===== config.mk =====
export PLATFORM = sky130hd
export DESIGN_NAME = pc_fetch_unit
export DESIGN_NICKNAME = d
export VERILOG_FILES = /design/src/rtl/pc_fetch_unit.sv
export SDC_FILE = /design/constraint.sdc
export NUM_CORES = 1
export LEC_CHECK = 0
export CORE_MARGIN = 1.5
export CORE_UTILIZATION = 45
export DETAILED_ROUTE_END_ITERATION = 16
export GPL_TIMING_DRIVEN = 0
export PLACE_DENSITY = 0.92
export REMOVE_ABC_BUFFERS = 1
export SLEW_MARGIN = 20
export SYNTH_ARGS = -nofsm -noshare
export SYNTH_HDL_FRONTEND = slang
export SYNTH_SLANG_ARGS = --single-unit

===== constraint.sdc =====
create_clock -name clk -period 6.35 [get_ports clk]
set_input_delay 0.9525 -clock clk [delete_from_list [all_inputs] [get_ports clk]]
set_output_delay 0.9525 -clock clk [all_outputs]
set_load 0.005 [all_outputs]

===== src/rtl/pc_fetch_unit.sv =====
`default_nettype none
// ============================================================================
// Module   : pc_fetch_unit
// Brief    : PC register and single-outstanding instruction fetch sequencer
//            with exception trap and fetch-timeout fault handling.
// Revision : 1.0 - initial release
// ============================================================================
module pc_fetch_unit #(
    parameter logic [11:0] RESET_PC    = 12'h000,
    parameter logic [11:0] TRAP_PC     = 12'h004,
    parameter int          ACK_TIMEOUT = 15
) (
    input  logic        clk,
    input  logic        rst_n,
    input  logic [11:0] new_PC,
    output logic [11:0] PC_plus_1,
    output logic [11:0] pc,
    output logic        imem_req,
    output logic [11:0] imem_addr,
    input  logic        imem_ack,
    input  logic [31:0] imem_rdata,
    output logic [31:0] instr,
    output logic        instr_valid,
    input  logic        instr_taken,
    input  logic        stall,
    input  logic        excep_req,
    output logic [11:0] epc,
    output logic        fetch_fault
);

    // Counter value in the last request cycle before a timeout is declared.
    localparam logic [7:0] c_ack_last = 8'(ACK_TIMEOUT - 1);

    typedef enum logic [1:0] {
        FETCH = 2'd0,
        HOLD  = 2'd1,
        TRAP  = 2'd2
    } state_t;

    state_t      r_state, w_state_nxt;
    logic [11:0] r_pc, w_pc_nxt;
    logic [31:0] r_instr, w_instr_nxt;
    logic        r_instr_valid, w_valid_nxt;
    logic [11:0] r_epc, w_epc_nxt;
    logic        r_fault, w_fault_nxt;
    logic [7:0]  r_cnt, w_cnt_nxt;
    // Low in the reset window so no request is issued until the first clock edge.
    logic        r_run;

    always_ff @(posedge clk or negedge rst_n) begin
        if (!rst_n) begin
            r_state       <= FETCH;
            r_pc          <= RESET_PC;
            r_instr       <= 32'h0;
            r_instr_valid <= 1'b0;
            r_epc         <= 12'h000;
            r_fault       <= 1'b0;
            r_cnt         <= 8'h00;
            r_run         <= 1'b0;
        end else begin
            r_state       <= w_state_nxt;
            r_pc          <= w_pc_nxt;
            r_instr       <= w_instr_nxt;
            r_instr_valid <= w_valid_nxt;
            r_epc         <= w_epc_nxt;
            r_fault       <= w_fault_nxt;
            r_cnt         <= w_cnt_nxt;
            r_run         <= 1'b1;
        end
    end

    always_comb begin
        w_state_nxt = r_state;
        w_pc_nxt    = r_pc;
        w_instr_nxt = r_instr;
        w_valid_nxt = r_instr_valid;
        w_epc_nxt   = r_epc;
        w_fault_nxt = 1'b0;
        w_cnt_nxt   = r_cnt;
        if (r_run) begin
            case (r_state)
                FETCH: begin
                    // Exception beats a same-cycle ack; the returned word is dropped.
                    if (excep_req) begin
                        w_epc_nxt   = r_pc;
                        w_valid_nxt = 1'b0;
                        w_cnt_nxt   = 8'h00;
                        w_state_nxt = TRAP;
                    end else if (imem_ack) begin
                        w_instr_nxt = imem_rdata;
                        w_valid_nxt = 1'b1;
                        w_cnt_nxt   = 8'h00;
                        w_state_nxt = HOLD;
                    end else if (r_cnt == c_ack_last) begin
                        w_fault_nxt = 1'b1;
                        w_epc_nxt   = r_pc;
                        w_cnt_nxt   = 8'h00;
                        w_state_nxt = TRAP;
                    end else begin
                        w_cnt_nxt   = r_cnt + 8'd1;
                    end
                end
                HOLD: begin
                    if (excep_req) begin
                        w_epc_nxt   = r_pc;
                        w_valid_nxt = 1'b0;
                        w_state_nxt = TRAP;
                    end else if (instr_taken && !stall) begin
                        w_pc_nxt    = new_PC;
                        w_valid_nxt = 1'b0;
                        w_cnt_nxt   = 8'h00;
                        w_state_nxt = FETCH;
                    end
                end
                TRAP: begin
                    w_pc_nxt    = TRAP_PC;
                    w_valid_nxt = 1'b0;
                    w_cnt_nxt   = 8'h00;
                    w_state_nxt = FETCH;
                end
                default: begin
                    w_state_nxt = FETCH;
                end
            endcase
        end
    end

    assign pc          = r_pc;
    assign PC_plus_1   = r_pc + 12'd1;
    assign imem_req    = r_run && (r_state == FETCH);
    assign imem_addr   = r_pc;
    assign instr       = r_instr;
    assign instr_valid = r_instr_valid;
    assign epc         = r_epc;
    assign fetch_fault = r_fault;

endmodule
`default_nettype wire


==> impl_metrics.yaml <==
status:
  status: "completed"
cts:
  cts_setup_buffers: 0
  cts_tree: "yes"
  cts_resized: 0
  clk_path_buf_depth: 2
  h-tree-depth: 3
  root_buffer: "clkbuf_8"
  clock_sinks: 69
  postCtsHoldBufs: 0
  cts_inserted_buffers: 9
  path_clk_slew_ps: 70
  clk_latency_ps: 340
cells_and_area:
  drive_above_1_share: 0.174
  fin_util: 0.697
  fill_cells: 497
  nets: 454
  diodes: 0
  finalNonFillerCells: 498
  syn2layout_area_growth_pct: 49.0
floorplan:
  coreArea_mm2: 0.00683
  ios: 133
  fp-row-count: 30
  start_util: 0.468
  die_w_um: 87.3
  die_area_mm2: 0.00761
  die_h_um: 87.3
pwr:
  power.leakage_uw: 0.00200
  combPwrFrac: 0.456
  seqPwrFrac: 0.374
  p_sw_uw: 600
  pwr-share-clk: 0.170
  switching_share: 0.297
  p_per_area_mw_per_mm2: 424
  p_int_uw: 1420
  peakVddDrop_mv: 0.189
sta:
  fin_crit_sh: 0.490
  period_needed_ps: 3110
  relSlewSlack: 0.575
  max_slew.worst_pin.slew_ps: 637
  drv_slew: 0
  setup_viol: 0
  hold_viol_final: 0
  rsz0062_at_grt: "no"
  fin_worst_skew_ps: 9.25
  fmax_ghz: 0.322
  setup_tns_ps: 0
worst_setup_path:
  cp.arrival_ps: 2160
  crit_path_max_incr_delay_ps: 520
  cp_slowest_cell: "clkdlybuf4s50_1"
  critPathRequiredTime_ps: 5400
  setup.worst_path.end_class: "output pin"
  crit_path_start_kind: "flip-flop"
  worstPathCellList: "ha_1 -> nand3_1 -> nor2_1 -> xor2_1 -> clkdlybuf4s50_1"
  critPathKind: "flip-flop to output pin"
  path_max_fanout: 9
detailed_routing:
  drc: 0
  wl_per_cell_um: 15.0
  drt_first_pass_iters: 4
  vias: 2487
  ant_nets: 0
  first_iter_violations: 109
  via_per_inst: 4.99
  drt_wl_total_um: 7490
hold_path:
  hold_path_class: "input pin to asynchronous set/reset pin"
placement:
  dp.cells: 482
  dp_hpwl_um: 5730
  place.gp.congestion: 0.859
  portBuffers: 132
synthesis:
  post_synth_num_cell_types: 37
  syn_avg_cell_area_um2: 11.7
  netlist_area_mm2: 0.00319
  yosysSeqAreaShare: 0.541
  yosys_warnings: 0
  synth-seq-cells: 69
  netlist_instances: 272
global_routing:
  antenna_found_initial: 0
  grt_pass1_wl_um: 11700
  track_usage: 0.202
  grt_start_max_net_pins: 61
  grt_pass1_vias: 2491
  overflow: 0
flow_run:
  max_cap_violations: 0
-- worst max-delay path, delay by kind of cell, from the launching register on --
kind                     cells  cell delay (ps)
AND/OR/NAND/NOR              2              370
buffers and inverters        1              520
flip-flops                   1              490
XOR/XNOR                     1              160
adder cells (fa/ha/maj)      1              290
-- synthesized netlist by cell type (all sizes together) --
cell type | number | share of area
o221a | 1 | 0.0035
o31ai | 2 | 0.0047
inv | 10 | 0.012
xnor2 | 11 | 0.030
nor2 | 12 | 0.014
nand3b | 3 | 0.0071
or4 | 1 | 0.0024
nand3 | 6 | 0.0094
or3b | 2 | 0.0055
nand2b | 13 | 0.025
or4b | 1 | 0.0031
or3 | 1 | 0.0020
nand2 | 21 | 0.025
conb | 1 | 0.0012
a2111oi | 1 | 0.0027
xor2 | 3 | 0.0082
and4 | 1 | 0.0027
and3 | 3 | 0.0059
nand4b | 1 | 0.0027
a211oi | 2 | 0.0047
dfrtp | 69 | 0.54
ha | 7 | 0.027
a211o | 2 | 0.0082
mux2 | 46 | 0.16
nor2b | 1 | 0.0020
nor4 | 1 | 0.0020
a21oi | 6 | 0.0094
o21ai | 18 | 0.028
nor3 | 2 | 0.0031
o22ai | 1 | 0.0020
buf | 15 | 0.032
clkbuf | 6 | 0.0071
nand4 | 2 | 0.0039
-- state kept, by name (all words and copies together), names as in the netlist --
register / flops
r_state: 2
fetch_fault: 1
imem_addr: 12
instr: 32
r_cnt: 8
instr_valid: 1
epc: 12
r_run: 1
-- placed cells by master (no fill, tap or decap), types with 2 or more instances in the layout --
cell,Yosys,routed
and3_1,3,3
buf_4,12,2
inv_1,10,10
nand2_1,21,21
dfrtp_1,69,69
clkinvlp_4,0,2
nor2_1,12,12
nor3_1,2,2
a211oi_1,2,2
xor2_1,3,3
a21oi_1,6,6
clkdlybuf4s50_1,0,131
clkinv_2,0,2
nand4_1,2,2
nand3b_1,3,3
nand2b_1,13,13
ha_1,7,7
o31ai_1,2,2
clkbuf_8,0,9
o21ai_0,18,17
nand3_1,6,5
mux2_2,46,46
xnor2_1,11,11
-- through the flow --
step           area (µm²)  hold WS [ps]  setup WS, ps  power [µW]
6_report             4760           449          3240        2020
5_1_grt              4760           440          3080        2150
4_1_cts              4760           438          3230        2040
3_5_place_dp         4570           491          3220        1700
3_3_place_gp         4510           486          2100        1640
2_1_floorplan        3070           504          3810        1070
-- kinds of logic (layout without fill, tap and decap cells) --
group	after synthesis	after routing	share of synthesized area
AOI/OAI and AO/OA	33	33	0.0635
xor gates and xnor gates	14	14	0.0384
adders and majority gates	7	7	0.0274
buffers and inverters	31	161	0.0509
DFF	69	69	0.541
muxes	46	46	0.162
other	1	1	0.00117
and+or+nand+nor	71	71	0.116
-- power by group through the flow --
stage                     clock network [µW]  registers [µW]  logic [µW]
after floorplan                            0             766         309
after global placement                     0             750         887
after detailed placement                   0             766         930
after CTS                                352             758         932
after global routing                     375             782         993
final                                    344             755         921
-- path summary, 6_finish.rpt --
kind                                           from                        to  slack [ps]  cells past startpoint
min reg2reg                      epc[3]$_DFFE_PN0P_        epc[3]$_DFFE_PN0P_         510                      1
max in group asynchronous                     rst_n  imem_addr[0]$_DFFE_PN0P_        5410                      2
max                        imem_addr[0]$_DFFE_PN0P_             PC_plus_1[10]        3240                      5
min                                           rst_n        epc[3]$_DFFE_PN0P_         450                      1
min in group clk                 epc[3]$_DFFE_PN0P_        epc[3]$_DFFE_PN0P_         510                      1
max reg2reg                    r_cnt[0]$_DFFE_PN0P_      r_cnt[3]$_DFFE_PN0P_        4010                      6
-- per-layer routing --
layer | up-vias | part of all wire | track usage
li1 | 1177 | - | -
met1 | 1198 | 0.38 | 0.226
met2 | 96 | 0.54 | 0.357
met3 | 16 | 0.062 | 0.0512
met4 | 0 | 0.024 | 0.0952
met5 | - | 0 | 0
-- layout make-up --
class                           count  area (µm²)  share of cell area
Multi-Input combinational cell    172        1310               0.275
Inverter                           10        37.5             0.00789
Clock buffer                       10         128              0.0268
Timing Repair Buffer              135        1370               0.289
Tap cell                           96         120              0.0252
Sequential cell                    69        1730               0.363
Clock inverter                      6        63.8              0.0134
No activity file was read; power rests on OpenSTA's default activity.
